`src/rtl/id_stage.sv`:
```
// id_stage: RV32I decode stage.
// Holds the IF/ID pipeline register and decodes it for EX. It also detects
// load-use hazards and squashes its contents on an EX redirect.
// Optional feature macro: ID_JAL_RESOLVE_EN. When defined, JAL is redirected
// from this stage. When undefined, take_bj_o and pc_bj_o are tied to zero and
// EX resolves JAL through ex_take_bj_i.
module id_stage #(
  parameter int          XLEN      = 32,
  parameter logic [31:0] NOP_INSTR = 32'h0000_0013
) (
  input  logic            clk_i,
  input  logic            rst_i,
  input  logic [XLEN-1:0] pc_i,
  input  logic [31:0]     instr_i,
  input  logic            valid_i,
  input  logic            ex_take_bj_i,
  input  logic            ex_mem_read_i,
  input  logic [4:0]      ex_rd_i,
  output logic            stall_o,
  output logic            take_bj_o,
  output logic [XLEN-1:0] pc_bj_o,
  output logic [XLEN-1:0] pc_o,
  output logic [31:0]     instr_o,
  output logic            valid_o,
  output logic [4:0]      rs1_o,
  output logic [4:0]      rs2_o,
  output logic [4:0]      rd_o,
  output logic [31:0]     imm_o,
  output logic            reg_write_o,
  output logic            mem_read_o,
  output logic            mem_write_o,
  output logic            illegal_o
);

  localparam logic [6:0] OP_R      = 7'b0110011;
  localparam logic [6:0] OP_IMM    = 7'b0010011;
  localparam logic [6:0] OP_LOAD   = 7'b0000011;
  localparam logic [6:0] OP_STORE  = 7'b0100011;
  localparam logic [6:0] OP_BRANCH = 7'b1100011;
  localparam logic [6:0] OP_JAL    = 7'b1101111;
  localparam logic [6:0] OP_JALR   = 7'b1100111;
  localparam logic [6:0] OP_LUI    = 7'b0110111;
  localparam logic [6:0] OP_AUIPC  = 7'b0010111;
  localparam logic [6:0] OP_FENCE  = 7'b0001111;
  localparam logic [6:0] OP_SYSTEM = 7'b1110011;

  logic [XLEN-1:0] pc_q;
  logic [31:0]     instr_q;
  logic            valid_q;

  logic [6:0]  opcode;
  logic [4:0]  rs1;
  logic [4:0]  rs2;
  logic [4:0]  rd;
  logic [31:0] imm_i_val;
  logic [31:0] imm_s_val;
  logic [31:0] imm_b_val;
  logic [31:0] imm_u_val;
  logic [31:0] imm_j_val;

  logic        legal;
  logic        rs1_used;
  logic        rs2_used;
  logic        writes_rd;
  logic        is_load;
  logic        is_store;
  logic        is_jal;
  logic [31:0] imm;

  logic        hazard;
  logic        jal_take;

  assign opcode = instr_q[6:0];
  assign rs1    = instr_q[19:15];
  assign rs2    = instr_q[24:20];
  assign rd     = instr_q[11:7];

  assign imm_i_val = {{20{instr_q[31]}}, instr_q[31:20]};
  assign imm_s_val = {{20{instr_q[31]}}, instr_q[31:25], instr_q[11:7]};
  assign imm_b_val = {{19{instr_q[31]}}, instr_q[31], instr_q[7], instr_q[30:25], instr_q[11:8], 1'b0};
  assign imm_u_val = {instr_q[31:12], 12'h000};
  assign imm_j_val = {{11{instr_q[31]}}, instr_q[31], instr_q[19:12], instr_q[20], instr_q[30:21], 1'b0};

  // Opcode classification: legality, operand usage, side effects and immediate format
  always_comb begin
    legal     = 1'b0;
    rs1_used  = 1'b0;
    rs2_used  = 1'b0;
    writes_rd = 1'b0;
    is_load   = 1'b0;
    is_store  = 1'b0;
    is_jal    = 1'b0;
    imm       = 32'h0;
    case (opcode)
      OP_R: begin
        legal     = 1'b1;
        rs1_used  = 1'b1;
        rs2_used  = 1'b1;
        writes_rd = 1'b1;
      end
      OP_IMM: begin
        legal     = 1'b1;
        rs1_used  = 1'b1;
        writes_rd = 1'b1;
        imm       = imm_i_val;
      end
      OP_LOAD: begin
        legal     = 1'b1;
        rs1_used  = 1'b1;
        writes_rd = 1'b1;
        is_load   = 1'b1;
        imm       = imm_i_val;
      end
      OP_STORE: begin
        legal    = 1'b1;
        rs1_used = 1'b1;
        rs2_used = 1'b1;
        is_store = 1'b1;
        imm      = imm_s_val;
      end
      OP_BRANCH: begin
        legal    = 1'b1;
        rs1_used = 1'b1;
        rs2_used = 1'b1;
        imm      = imm_b_val;
      end
      OP_JAL: begin
        legal     = 1'b1;
        writes_rd = 1'b1;
        is_jal    = 1'b1;
        imm       = imm_j_val;
      end
      OP_JALR: begin
        legal     = 1'b1;
        rs1_used  = 1'b1;
        writes_rd = 1'b1;
        imm       = imm_i_val;
      end
      OP_LUI, OP_AUIPC: begin
        legal     = 1'b1;
        writes_rd = 1'b1;
        imm       = imm_u_val;
      end
      OP_FENCE, OP_SYSTEM: begin
        legal = 1'b1;
      end
      default: begin
        legal = 1'b0;
      end
    endcase
  end

  // A load in EX whose destination feeds a used source here must stall ID
  always_comb begin
    hazard = valid_q && ex_mem_read_i && (ex_rd_i != 5'd0) &&
             ((rs1_used && (ex_rd_i == rs1)) || (rs2_used && (ex_rd_i == rs2)));
  end

`ifdef ID_JAL_RESOLVE_EN
  // Early JAL redirect; suppressed while stalled or being flushed by EX
  always_comb begin
    jal_take = valid_q && is_jal && !hazard && !ex_take_bj_i;
  end

  assign take_bj_o = jal_take;
  assign pc_bj_o   = jal_take ? (pc_q + imm_j_val) : '0;
`else
  assign jal_take  = 1'b0;
  assign take_bj_o = 1'b0;
  assign pc_bj_o   = '0;
`endif

  // IF/ID register: flush beats stall, stall holds, a taken JAL drops the wrong-path beat
  always_ff @(posedge clk_i or posedge rst_i) begin
    if (rst_i) begin
      pc_q    <= '0;
      instr_q <= NOP_INSTR;
      valid_q <= 1'b0;
    end else if (ex_take_bj_i) begin
      pc_q    <= '0;
      instr_q <= NOP_INSTR;
      valid_q <= 1'b0;
    end else if (hazard) begin
      pc_q    <= pc_q;
      instr_q <= instr_q;
      valid_q <= valid_q;
    end else if (jal_take) begin
      pc_q    <= '0;
      instr_q <= NOP_INSTR;
      valid_q <= 1'b0;
    end else begin
      pc_q    <= pc_i;
      instr_q <= instr_i;
      valid_q <= valid_i;
    end
  end

  assign stall_o     = hazard && !ex_take_bj_i;
  assign pc_o        = pc_q;
  assign instr_o     = instr_q;
  assign valid_o     = valid_q && !hazard;
  assign rs1_o       = rs1;
  assign rs2_o       = rs2;
  assign rd_o        = rd;
  assign imm_o       = imm;
  assign reg_write_o = valid_o && writes_rd && (rd != 5'd0);
  assign mem_read_o  = valid_o && is_load;
  assign mem_write_o = valid_o && is_store;
  assign illegal_o   = valid_q && !legal;

endmodule

```
`config.mk`:
```
export PLATFORM = sky130hd
export DESIGN_NAME = id_stage
export DESIGN_NICKNAME = d
export VERILOG_FILES = /design/src/rtl/id_stage.sv
export SDC_FILE = /design/constraint.sdc
export NUM_CORES = 1
export LEC_CHECK = 0
export CAP_MARGIN = 20
export CORE_ASPECT_RATIO = 0.6
export CORE_MARGIN = 1.5
export CORE_UTILIZATION = 39
export CTS_CLUSTER_DIAMETER = 200
export DETAILED_ROUTE_END_ITERATION = 10
export HOLD_SLACK_MARGIN = 0.03
export PLACE_DENSITY = 0.82
export SLEW_MARGIN = 15
export SYNTH_ARGS = -nofsm -noshare
export SYNTH_HDL_FRONTEND = slang
export SYNTH_SLANG_ARGS = --single-unit
```
`constraint.sdc`:
```
create_clock -name clk_i -period 2.2 [get_ports clk_i]
set_input_delay 0.22 -clock clk_i [delete_from_list [all_inputs] [get_ports clk_i]]
set_output_delay 0.22 -clock clk_i [all_outputs]
set_load 0.02 [all_outputs]
```
# After elaboration in Yosys (flattened, before gate mapping)
# Index checks and enable logic that the tools add are counted.
# classes
eq_ne	14
reduce_logical	24
muxes	13
# ops
operator	count
32-bit case mux with 5 select lines	1
32-bit 2-to-1 mux	4
7-bit equality test (second input constant)	4
7-bit by 6-bit equality test with 1-bit output (second input constant)	3
7-bit by 5-bit equality test with 1-bit output (second input constant)	2
1-bit logical AND	12
11-bit OR reduction	1
5-bit equality test	2
5-bit nonzero test	2
1-bit 2-to-1 mux	8
7-bit by 2-bit equality test with 1-bit output (second input constant)	1
7-bit by 4-bit equality test with 1-bit output (second input constant)	1
7-bit OR reduction	1
3-bit OR reduction	2
6-bit OR reduction	1
1-bit zero test	3
2-bit inequality test (second input constant)	1
2-bit OR reduction	1
1-bit logical OR	1
# totals
reg_bits	65

# Depth between registers and ports, before layout
# logic_depth
ltp_word	10
depth_mapped	8

# Worst setup path before layout
# No wires, ideal clock.
# synth_timing
path_kind	register to output
startpoint	register instr_q[0] (netlist: instr_o[0])
endpoint	output stall_o
required_time_ns	1.980
path_stages_with_launch	6
t_arrival_ns	2.012
path_buffers	1
setup_slack_ns	-0.032
path_cell_list	dfstp_2 > nor4bb_1 > and3_1 > a22oi_2 > clkbuf_1 > nor3_1
# synth_via
elab_chain_cells	7
elab_cells_between_ends	15
classes_between	6 x eq/ne; 2 x mux; 7 x reduce/logical
# synth_rtl
element	line	text
start: declaration	48	logic [31:0] instr_q;
start signal: assignment	185	instr_q <= instr_q;
start signal: assignment	193	instr_q <= instr_i;
7-bit equality test (tied with other cells)	94	case (opcode)
6-bit OR reduction (no line) / 3-bit OR reduction (equally long branches)	n/a	
1-bit 2-to-1 mux	94	
1-bit logical AND	156	((rs1_used && (ex_rd_i == rs1)) || (rs2_used && (ex_rd_i == rs2)));
1-bit logical OR (*)	156	
1-bit logical AND (*)	155	hazard = valid_q && ex_mem_read_i && (ex_rd_i != 5'd0) &&
1-bit logical AND (*)	198	assign stall_o = hazard && !ex_take_bj_i;
end: declaration	19	output logic stall_o,
# Mark *: on every way between the ends. The rest lies on a longest branch, timed or not.

# Worst setup path after layout
# Ends and elaborated chain as after synthesis.

==> impl_results.md <==
- Initial core utilization: roughly 40%
- # setup viols final: 23
- DR iter-0 viols: about 280
- Grt ovf: 0
- Synth Instances: 449
- Drt first pass iters: 5
- Cell area power density: 562.2 nW/um^2
- Failing checks: negative setup slack
- IO Port Bufs: 190
- Area of the mapped netlist: 3870 sq um
- Routed vias: 4385
- Die footprint: 10550 sq um
- Status: finished with violations
- Worst-path clk slew: ~50 ps
- Crit. End Element: output pin
- FF-to-FF path depth: 7
- ANT cells: 0
- Layout cells sized above 1: 27.81%
- Worst-margin pin slew: 711.6 ps
- Tmin final: 2307 ps
- Dpl hpwl: 11020 um
- Core area: 9392 sq um
- Ports: 224
- Clk_skew: 5.098 ps
- Global-route wire length before repair: 23270 um
- Avg Cell Area, Syn: 8.619 sq um
- FF/Latch Area: 1632 sq um
- Hold Fails Final Rpt: 0
- Synth area leaders: dfrtp_1 40%, buf_4 9.5%, a21oi_1 8.3%
- R2r setup slk: 40 ps
- Post-synth EDFFs: 0
- Hold_buf cts: 0
- Clock Path Buffers: 2
- Total Power: 3.833 mW
- Max Slew Vio Count: 0
- Setup ws final: -107.2 ps
- HP Class: in -> async
- Synthesis-to-finish area growth: 76.17%
- Drt total wl: 15580 um
- Vias in the first global route: 4257
- Largest net degree at the start of global routing: 66
- Fillers: 705
- Nets: about 760
- Max FO, Critical Path: 4
- Worst skew pair latency: 340 ps
- Final Cell Area: 6818 sq um
- Ys flop type: dfrtp_1
- Routed wire per std cell: 18.90 um
- Root Driver: clkbuf_16
- Die Width: ~130 um
- CTS tree: done
- Synth Register Bits: 65
- Worst EP arrival: 2090 ps
- Area leader, netlist: dfrtp_1
- Sequential-to-total area share from yosys stat: a little over two fifths
- Synth warn: 0
- Remaining DRCs: 0
- Placed Area: 6195 sq um
- Vias per cell: 5.322
- TritonCTS Buffers: 9
- Commonest non-fill, non-tap cell in the layout: clkdlybuf4s50_1
- Clk sinks: 65
- RSZ-0062 raised after global routing: yes
- Reg-to-Reg Start: instr_o[0]$_DFFE_PP1N_
- Period utilization: 104.9%
- Yosys top cell area share: 40.09%
- LEAKAGE: 3.054 nW
- Worst R2R End: pc_o[12]$_DFFE_PP0N_
- GPL Wtd Cong: approximately 0.93
- Nature of the critical path startpoint: flip-flop
- Crit path kind: reg -> out
- Multi-input logic area: 2028 sq um
- Total Routing Usage GR: ~29%
- H-Tree Level Count: 3
- Worst vdd ir: 399.2 uV
- Final ANT Viol Nets: 0
- Die span in y: 80.16 um
- Synth unique cells: 46
- WP data required: around 2000 ps
- Commonest cells after routing, fill and taps aside: 148 x clkdlybuf4s50_1, 86 x buf_4, 63 x a21oi_1, 61 x nand3_1, 61 x dfrtp_1
- Slew HR: 52.56%
- Initial antenna violation count: 0
- Post-synth ARST share: 100.0%
- Max_cap viols: 0
- F_max: approximately 430 MHz
- FP Rows: 27
-- critical path: stages, from the launching register on --
cell,delay [ps]
dfstp_2,560
nor4bb_4,330
and3_1,210
a22oi_2,100
buf_4,170
nor3_4,230
buf_6,150
-- sequential cells by signal (all words and copies together) (netlist names) --
name / count
pc_o: 32
valid_q: 1
instr_o: 32
-- logic make-up (layout without fill, tap and decap cells) --
| family | Yosys count | count (layout) | share of synthesized area [%] |
|---|---|---|---|
| AOI/OAI and AO/OA | 167 | 167 | 25.48 |
| and+or+nand+nor | 116 | 116 | 16.07 |
| buffers and inverters | 90 | 303 | 13.97 |
| DFF | 65 | 65 | 42.13 |
| xor gates and xnor gates | 10 | 10 | 2.263 |
| other | 1 | 33 | 0.09690 |
-- cells in the mapped netlist (all sizes together), types with 3 or more instances --
library cell  instances
dfstp                 3
nor2                 10
nand2                10
and3                  3
o21ai                68
nor4                  3
a21o                 20
nor3                  5
a21oi                64
nand3                61
clkbuf               22
xor2                  9
inv                   3
or3                   3
buf                  65
nor2b                 8
a22o                  5
dfrtp                62
-- stage by stage --
step / setup WS, ps / std cells / hold slack (ps) / TNS [ps] / utilization, %
global route: -162.6 / 824 / 232.7 / -2989 / 72.60
floorplan: 62.04 / 481 / 330.2 / 0 / -
global placement: -575.5 / 797 / 520.7 / -20700 / 65.96
detailed placement: -603.5 / 797 / 529.5 / -24840 / 65.96
finish: -107.2 / 824 / 191.1 / -1339 / 72.60
CTS: -95.35 / 817 / 202.4 / -1250 / 70.92
-- how the worst max path moves through the flow --
stage | from | to | slack [ps] | cells past startpoint
after global routing | instr_o[0]$_DFFE_PP1N_ | imm_o[13] | -160 | 9
after global placement | ex_rd_i[3] | stall_o | -580 | 8
after detailed placement | ex_rd_i[3] | stall_o | -600 | 8
after floorplan | instr_o[3]$_DFFE_PP0N_ | illegal_o | 60 | 5
final | instr_o[0]$_DFFE_PP1N_ | stall_o | -110 | 6
after CTS | instr_o[1]$_DFFE_PP1N_ | stall_o | -100 | 7
-- layout make-up --
cell class                      count  share of cell area (%)
Timing Repair Buffer              285                   39.22
Inverter                            3                  0.1652
Clock inverter                      5                   1.193
Tap cell                          130                   2.386
Clock buffer                       10                   3.358
Sequential cell                    65                   23.93
Multi-Input combinational cell    326                   29.75
-- metal layers --
layer	track usage, %	wire (um)	vias to the layer above
met5	0	0	-
met4	9.111	424	0
met3	10.80	1485	41
met2	45.63	7048	207
met1	35.93	6616	2124
li1	-	-	2013
-- power breakdown --
part / internal (mW) / total, mW / switching [mW]
Clock: 0.985 / 1.51 / 0.530
Sequential: 1.26 / 1.31 / 0.0517
Combinational: 0.480 / 1.01 / 0.525
Total: 2.73 / 3.83 / 1.11
-- repair_timing --
| item | in CTS | in global routing |
|---|---|---|
| pin swaps | 23 | 9 |
| buffers inserted | 4 | 7 |
| gates resized for setup | 215 | 52 |
| hold endpoints to repair | 0 | 0 |
| setup endpoints to repair | 38 | 73 |
| gates cloned | 1 | 0 |
(Power assumes the default switching activity.)
